**src/rtl/gol_pkg.sv**
```systemverilog
// rtl/gol_pkg.sv - shared state encoding and B3/S23 constants for the Game of Life generation engine
package gol_pkg;

  typedef enum logic [2:0] {
    IDLE,
    LOAD_TOP,
    LOAD_CUR,
    FETCH,
    WRITE,
    DONE
  } gol_state_t;

  localparam int GOL_BIRTH   = 3;
  localparam int GOL_SURVIVE = 2;

endpackage

```
**src/rtl/gol_row_rule.sv**
```systemverilog
// rtl/gol_row_rule.sv - combinational B3/S23 next-row logic from three stacked rows
// GOL_TORUS_EN wraps column WIDTH-1 onto column 0; otherwise off-board columns read as dead.
module gol_row_rule
  import gol_pkg::*;
#(
  parameter int WIDTH = 8
) (
  input  logic [WIDTH-1:0] prev,
  input  logic [WIDTH-1:0] cur,
  input  logic [WIDTH-1:0] nxt,
  output logic [WIDTH-1:0] next_row
);

  // Each row padded by one column on both sides; ext index j+1 holds column j.
  logic [WIDTH+1:0] p_ext;
  logic [WIDTH+1:0] c_ext;
  logic [WIDTH+1:0] n_ext;

`ifdef GOL_TORUS_EN
  assign p_ext = {prev[0], prev, prev[WIDTH-1]};
  assign c_ext = {cur[0], cur, cur[WIDTH-1]};
  assign n_ext = {nxt[0], nxt, nxt[WIDTH-1]};
`else
  assign p_ext = {1'b0, prev, 1'b0};
  assign c_ext = {1'b0, cur, 1'b0};
  assign n_ext = {1'b0, nxt, 1'b0};
`endif

  always_comb begin
    logic [3:0] cnt;
    cnt      = '0;
    next_row = '0;
    for (int j = 0; j < WIDTH; j++) begin
      cnt = 4'(p_ext[j]) + 4'(p_ext[j+1]) + 4'(p_ext[j+2])
          + 4'(c_ext[j])                  + 4'(c_ext[j+2])
          + 4'(n_ext[j]) + 4'(n_ext[j+1]) + 4'(n_ext[j+2]);
      next_row[j] = (cnt == 4'(GOL_BIRTH)) ||
                    ((cnt == 4'(GOL_SURVIVE)) && c_ext[j+1]);
    end
  end

endmodule

```
**src/rtl/gol_next_gen.sv**
```systemverilog
// rtl/gol_next_gen.sv - in-place next-generation engine driving the row register file
// GOL_TORUS_EN selects a toroidal board; undefined means dead cells beyond every edge.
module gol_next_gen
  import gol_pkg::*;
#(
  parameter int WIDTH   = 8,
  parameter int REGBITS = 3,
  parameter int GENBITS = 16
) (
  input  logic               ph2,
  input  logic               reset,
  input  logic               start,
  output logic [REGBITS-1:0] ra,
  input  logic [WIDTH-1:0]   rd,
  output logic [WIDTH-1:0]   wd,
  output logic               regwrite,
  output logic               busy,
  output logic               done,
  output logic [GENBITS-1:0] gen_count
);

  localparam logic [REGBITS-1:0] LAST = '1;

  gol_state_t         state, state_next;
  logic [REGBITS-1:0] i;
  logic [WIDTH-1:0]   prev, cur, nxt;
  logic [WIDTH-1:0]   rule_row;
`ifdef GOL_TORUS_EN
  // Original row 0, needed as the lower neighbour of row N-1 after row 0 is rewritten.
  logic [WIDTH-1:0]   row0;
`endif

  gol_row_rule #(.WIDTH(WIDTH)) u_rule (
    .prev     (prev),
    .cur      (cur),
    .nxt      (nxt),
    .next_row (rule_row)
  );

  always_ff @(posedge ph2) begin
    if (reset) begin
      state     <= IDLE;
      i         <= '0;
      prev      <= '0;
      cur       <= '0;
      nxt       <= '0;
      gen_count <= '0;
`ifdef GOL_TORUS_EN
      row0      <= '0;
`endif
    end else begin
      state <= state_next;
      case (state)
        LOAD_TOP: begin
`ifdef GOL_TORUS_EN
          prev <= rd;
`else
          prev <= '0;
`endif
        end
        LOAD_CUR: begin
          cur <= rd;
          i   <= '0;
`ifdef GOL_TORUS_EN
          row0 <= rd;
`endif
        end
        FETCH: begin
          if (i == LAST) begin
`ifdef GOL_TORUS_EN
            nxt <= row0;
`else
            nxt <= '0;
`endif
          end else begin
            nxt <= rd;
          end
        end
        WRITE: begin
          prev <= cur;
          cur  <= nxt;
          if (i != LAST) i <= i + REGBITS'(1);
        end
        DONE:    gen_count <= gen_count + GENBITS'(1);
        default: ;
      endcase
    end
  end

  always_comb begin
    state_next = state;
    ra         = '0;
    wd         = '0;
    regwrite   = 1'b0;
    case (state)
      IDLE:     if (start) state_next = LOAD_TOP;
      LOAD_TOP: begin
        ra         = LAST;
        state_next = LOAD_CUR;
      end
      LOAD_CUR: state_next = FETCH;
      FETCH: begin
        ra         = i + REGBITS'(1);
        state_next = WRITE;
      end
      WRITE: begin
        ra         = i;
        wd         = rule_row;
        // Suppress the write strobe in a reset cycle so the row is left untouched.
        regwrite   = !reset;
        state_next = (i == LAST) ? DONE : FETCH;
      end
      DONE:     state_next = IDLE;
      default:  state_next = IDLE;
    endcase
  end

  assign busy = (state != IDLE);
  assign done = (state == DONE);

endmodule

```
**config.mk**
```make
export PLATFORM = sky130hd
export DESIGN_NAME = gol_next_gen
export DESIGN_NICKNAME = d
export VERILOG_FILES = /design/src/rtl/gol_pkg.sv /design/src/rtl/gol_row_rule.sv /design/src/rtl/gol_next_gen.sv
export SDC_FILE = /design/constraint.sdc
export NUM_CORES = 1
export LEC_CHECK = 0
export CAP_MARGIN = 20
export CORE_ASPECT_RATIO = 0.9
export CORE_MARGIN = 2
export CORE_UTILIZATION = 45
export CTS_BUF_LIST = sky130_fd_sc_hd__clkbuf_16
export CTS_CLUSTER_SIZE = 24
export DETAILED_ROUTE_END_ITERATION = 12
export PLACE_DENSITY = 0.71
export SETUP_SLACK_MARGIN = 0.5
export SLEW_MARGIN = 20
export SYNTH_ARGS = -nofsm -noshare
export SYNTH_HDL_FRONTEND = slang
export SYNTH_SLANG_ARGS = --single-unit
```
**constraint.sdc**
```tcl
create_clock -name ph2 -period 3.6 [get_ports ph2]
set_input_delay 0.72 -clock ph2 [delete_from_list [all_inputs] [get_ports ph2]]
set_output_delay 0.72 -clock ph2 [all_outputs]
set_load 0.1 [all_outputs]
```
Word level (Yosys, flattened, before mapping)
Index checks and enable logic that the tools add are counted.

Add/sub/neg operators: 51. Multiply operators: 0. Divide/modulo/power cells: 0. Magnitude comparators: 0. Eq/ne operators: 25. Shift-type cells: 0. Mux-type cells: 11. Bitwise logic cells: 0. Reduce and logical (&&, ||, !) cells: 22.

Operators with widths (count): 4-bit by 1-bit adder with 4-bit output (42); 4-bit by 2-bit equality test with 1-bit output (second input constant) (16); 8-bit one-hot mux with 2 select lines (2); 16-bit by 1-bit adder with 16-bit output (second input constant) (1); 8-bit 2-to-1 mux (2); 3-bit one-hot mux with 5 select lines (1); 1-bit by 1-bit adder with 2-bit output (7); 3-bit equality test (second input constant) (3); 3-bit 2-to-1 mux (3); 3-bit one-hot mux with 3 select lines (1); 1-bit logical AND (8); 1-bit logical OR (8); 3-bit by 2-bit equality test with 1-bit output (second input constant) (2); 3-bit one-hot mux with 2 select lines (1); 2-bit != test (second input constant) (2); 2-bit nonzero test (2); 3-bit by 1-bit adder with 3-bit output (second input constant) (1); 3-bit by 1-bit equality test with 1-bit output (second input constant) (1); 3-bit logical NOT (1); 3-bit != test (second input constant) (1); 3-bit nonzero test (1); 2-bit AND reduction (1); 1-bit logical NOT (1); 1-bit 2-to-1 mux (1).

Register bits after elaboration: 46. Latch bits: 0. RAM bits: 0. Memory bits (read-only): 0. Input port bits: 11. Logic and storage cells: 115. Memories kept: 0.

Longest topological paths before layout
Depth after elaboration: 11. Depth in mapped cells: 11.

By module
Synthesis repeated with hierarchy kept, for this count alone.

Cells, all modules: 387. Area, all modules: 3305.7 sq um.

By module, submodules not included: gol_next_gen (times used 1, cells each 255, area an instance 2120.8 sq um, sequential area each 920.9 sq um); gol_row_rule (times used 1, cells each 132, area an instance 1184.9 sq um, sequential area each 0.0 sq um).

Worst setup path before layout
No wires, ideal clock.

Path type: register -> output. Start point: reg prev[1]. End point: out wd[1]. Arrival: 5.448 ns. Required time: 2.880 ns. Setup slack: -2.568 ns. Cell stages (with the launch flop): 10. Cells stage by stage: dfxtp_1 -> ha_1 -> inv_1 -> fa_1 -> fa_1 -> inv_1 -> fa_1 -> inv_1 -> fa_1 -> nor4_1.

Longest elaborated chain between the ends: 11. Elaborated cells on any way between the ends: 12. Classes of those cells: add/sub: 7; eq/ne: 2; mux: 1; reduce/logical: 2.

Ends and longest elaborated chain: from (decl) (line gol_next_gen.sv:26) `logic [WIDTH-1:0] prev, cur, nxt;`; from (signal assigned) (line gol_next_gen.sv:80) `prev <= cur;`; 1-bit by 1-bit adder with 2-bit output (*) (line gol_row_rule.sv:34) `cnt = 4'(p_ext[j]) + 4'(p_ext[j+1]) + 4'(p_ext[j+2])`; 4-bit by 1-bit adder with 4-bit output (*) (line gol_row_rule.sv:34); 4-bit by 1-bit adder with 4-bit output (*) (2 in series) (line gol_row_rule.sv:35) `+ 4'(c_ext[j]) + 4'(c_ext[j+2])`; 4-bit by 1-bit adder with 4-bit output (*) (3 in series) (line gol_row_rule.sv:36) `+ 4'(n_ext[j]) + 4'(n_ext[j+1]) + 4'(n_ext[j+2]);`; 4-bit by 2-bit equality test with 1-bit output (line gol_row_rule.sv:38) `((cnt == 4'(GOL_SURVIVE)) && c_ext[j+1]);`; 1-bit logical AND (line gol_row_rule.sv:38); 1-bit logical OR (*) (line gol_row_rule.sv:37) `next_row[j] = (cnt == 4'(GOL_BIRTH)) ||`; 8-bit 2-to-1 mux (*) (line gol_next_gen.sv:95) `case (state)`; to (decl) (line gol_next_gen.sv:15) `output logic [WIDTH-1:0] wd,`.

Mark *: on every way between the ends. The rest lies on a longest branch, timed or not.

Worst setup path after layout
Start point: reg prev[2]. End point: out wd[2].

The elaborated chain is that of the path after synthesis.

==> impl_metrics.py <==
metrics = {
    "run_status": {
        "status": "complete, but fails checks",
        "violations": "setup timing",
    },
    "critical_path": {
        "crit_required_ps": 2880,
        "path_class": "reg -> out",
        "crit_fanout": 4,
        "r2r_end": "cur[2]",
        "crit_top_cell": "inv_2",
        "start_kind": "flip-flop",
        "crit_start": "prev[2]",
        "max_stage_delay_ps": 510,
        "r2r_setup_slack_ps": 1390,
        "r2r_start": "state[2]",
        "r2r_cells": 5,
        "worstPathCellList": "ha_4, inv_2, fa_1, fa_1, inv_2, fa_2, inv_2, fa_2, nor4_4, buf_12",
        "path_delay_family": "adder cells",
        "critPathCaptureType": "primary output",
        "worst_path_max_delay_cell": "fa_1",
        "cp.arrival_ps": 3330,
        "critPathBufInv": 4,
    },
    "clocking": {
        "h-tree-depth": 2,
        "root_buffer": "clkbuf_16",
        "clk_latency_ps": 280,
        "numCtsBuffers": 5,
        "hold_buffers": 0,
        "cts.path.max_buffers": 2,
        "clk_pin_slew_ps": 60,
        "cts.sink_count": 46,
        "cts_tree": "built",
    },
    "placed_design": {
        "gp_congestion": 0.7988,
        "io_buffers": 40,
        "dp_hpwl_um": 5557,
        "place_inst": 526,
    },
    "worst_hold_path": {
        "min_path_cells": 2,
        "hold_end": "nxt[7]",
        "hp-start": "nxt[7]",
        "worst_hold_path_type": "reg -> reg",
    },
    "finish": {
        "num-fill-cells": 635,
        "final_cell_mix": "inv_1 (49), nor2_1 (43), dfxtp_1 (37), nand2_1 (35), clkdlybuf4s50_1 (26)",
        "num_antenna_cells": 0,
        "post_layout_nonfiller_instances": 536,
        "finish.utilization_pct": 59.76,
        "final_nets": 503,
        "syn2layout_area_growth_pct": 30.71,
        "drive_gt1_share_pct": 22.73,
        "layout_commonest_cell": "inv_1",
    },
    "global_route": {
        "grt_use_total_pct": 19.16,
        "grt_max_degree": 47,
        "grt_overflow_total": 0,
        "grt_pass1_wl_um": 12690,
        "antenna_found_initial": 0,
        "grt_pass1_vias": 2778,
    },
    "timing": {
        "slew_headroom_pct": 31.58,
        "hold_viol_final": 0,
        "rsz0062_at_grt": "yes",
        "final_max_slew_viol_count": 0,
        "skew_ps": 2.929,
        "worst_pin_slew_ps": 1022,
        "setup_tns_ps": -2473,
        "min_period_ps": 4052,
        "hold_slack_ps": 481.1,
        "clock.fmax_mhz": 246.8,
        "setup_slack_ps": -452.2,
        "min_period_over_period_pct": 112.6,
        "setup_viol": 6,
    },
    "logic_synthesis": {
        "synth_cell_type_count": 48,
        "synth_edf_count": 0,
        "yosysTopAreaCellShare_pct": 27.10,
        "synth_top_area_cell": "dfxtp_1",
        "synth_async_sr_flop_share_pct": 0,
        "synth_warnings": 0,
        "synthTopCellsByArea": "dfxtp_1 (27%), fa_1 (17%), ha_1 (8.8%)",
        "netlist_instances": 394,
        "synth-seq-cells": 46,
        "ys_seq_area_share_pct": 27.10,
        "synth_flop_cell": "dfxtp_1",
        "synth_nets": 458,
        "synth_area_sq_mm": 0.003398,
        "avgSynthCellArea_sq_um": 8.625,
    },
    "route": {
        "route.detailed.drc": 0,
        "dr.pass1.iters": 4,
        "wire_per_inst_um": 14.27,
        "viasPerCell": 5.347,
        "num_vias": 2866,
        "totalWireLength_um": 7651,
        "drtAntennaViolNets": 0,
        "drt_iter0_drc": 146,
    },
    "power": {
        "ir_drop_mv": 0.2404,
        "p_per_area_mw_per_mm2": 297.6,
        "power_mw": 1.322,
        "p_leak_nw": 1.761,
    },
    "floorplan": {
        "dieArea_sq_mm": 0.008264,
        "placementRows": 30,
        "die_w_um": 95.60,
        "start_util_pct": 45.72,
        "ios": 41,
        "fp.dieH_um": 86.44,
        "core-area_sq_mm": 0.007432,
    },
    "job": {
        "cap_violations": 0,
    },
}
[repair_timing]
action	in CTS	in global routing
setup buffers	1	1
setup endpoints to repair	9	11
resized for setup	17	15
pin swaps	9	8
[cell families (layout without fill, tap and decap cells)]
logic type / after synthesis / count (layout) / share of synthesized area [%]
buffers and inverters: 79 / 125 / 9.315
multiplexers: 2 / 2 / 0.6259
AND/OR/NAND/NOR: 140 / 140 / 21.10
AO/OA/AOI/OAI: 63 / 63 / 13.11
flip-flops: 46 / 46 / 27.10
adder cells (fa/ha/maj): 53 / 53 / 25.92
XOR/XNOR: 11 / 11 / 2.835
[per-stage QoR]
step                      worst slack, ps  area [sq um]
after floorplan                    -604.2          3593
after global placement             -75.22          4205
after detailed placement           -153.9          4205
after CTS                          -446.3          4387
after global routing               -571.1          4442
final                              -452.2          4442
[layer usage]
metal  vias to the layer above  share of wire [%]  routed length [um]  global-route usage (%)
li1                       1408                  -                   -                       -
met1                      1377                 44                3404                   25.72
met2                        72                 50                3821                   32.87
met3                         9                4.6                 354                   2.435
met4                         0               0.93                  71                   4.675
met5                         -                  0                   0                       0
[registers in the layout (all words and copies together), names as in the netlist]
name,cells
nxt,8
state,3
i,3
cur,8
gen_count,16
prev,8
[cells in the mapped netlist (2+ instances only)]
| master | count |
|---|---|
| a21oi_1 | 17 |
| nor4b_1 | 2 |
| dfxtp_1 | 46 |
| nand4_1 | 4 |
| o31ai_1 | 4 |
| nor4_1 | 6 |
| nand2b_1 | 3 |
| nand2_2 | 2 |
| xor2_1 | 8 |
| nand3_1 | 5 |
| or4_1 | 4 |
| o21ai_0 | 3 |
| a22oi_1 | 8 |
| nand3b_1 | 8 |
| a31oi_1 | 6 |
| a2bb2oi_1 | 3 |
| or3_1 | 2 |
| a311oi_1 | 8 |
| nor2_1 | 46 |
| inv_1 | 62 |
| xnor2_1 | 3 |
| nand2_1 | 35 |
| and2_1 | 2 |
| buf_4 | 2 |
| buf_2 | 4 |
| clkbuf_1 | 9 |
| fa_1 | 29 |
| nor2b_1 | 10 |
| a22o_1 | 11 |
| ha_1 | 24 |
[worst register-to-register path, cell delays in order (launching register included)]
cell,delay [ps]
dfxtp_1,600
buf_4,290
xnor2_1,90
nor2_1,790
nor2_1,80
a311oi_1,280
[report_power, final]
group	switching (mW)	leakage [nW]	total [mW]	internal, mW
Sequential	0.0297	0.378	0.556	0.526
Clock	0.188	0.0724	0.439	0.251
Combinational	0.210	1.31	0.327	0.117
Total	0.427	1.76	1.32	0.895
[layout make-up]
type                    count  area, sq um  area share [%]
clock inverters             3        12.51          0.2817
flip-flops and latches     46        942.2           21.21
well taps                  96        120.1           2.704
repair buffers             55        598.1           13.46
multi-input cells         269         2411           54.28
inverters                  62        232.7           5.239
clock buffers               5        125.1           2.817
[worst max path at each step]
stage	cells past startpoint	slack, ps	end
after global routing	12	-570	wd[3]
after detailed placement	12	-150	wd[5]
after CTS	10	-450	wd[4]
after floorplan	11	-600	wd[1]
final	10	-450	wd[2]
after global placement	12	-80	wd[4]
(Power assumes the default switching activity.)
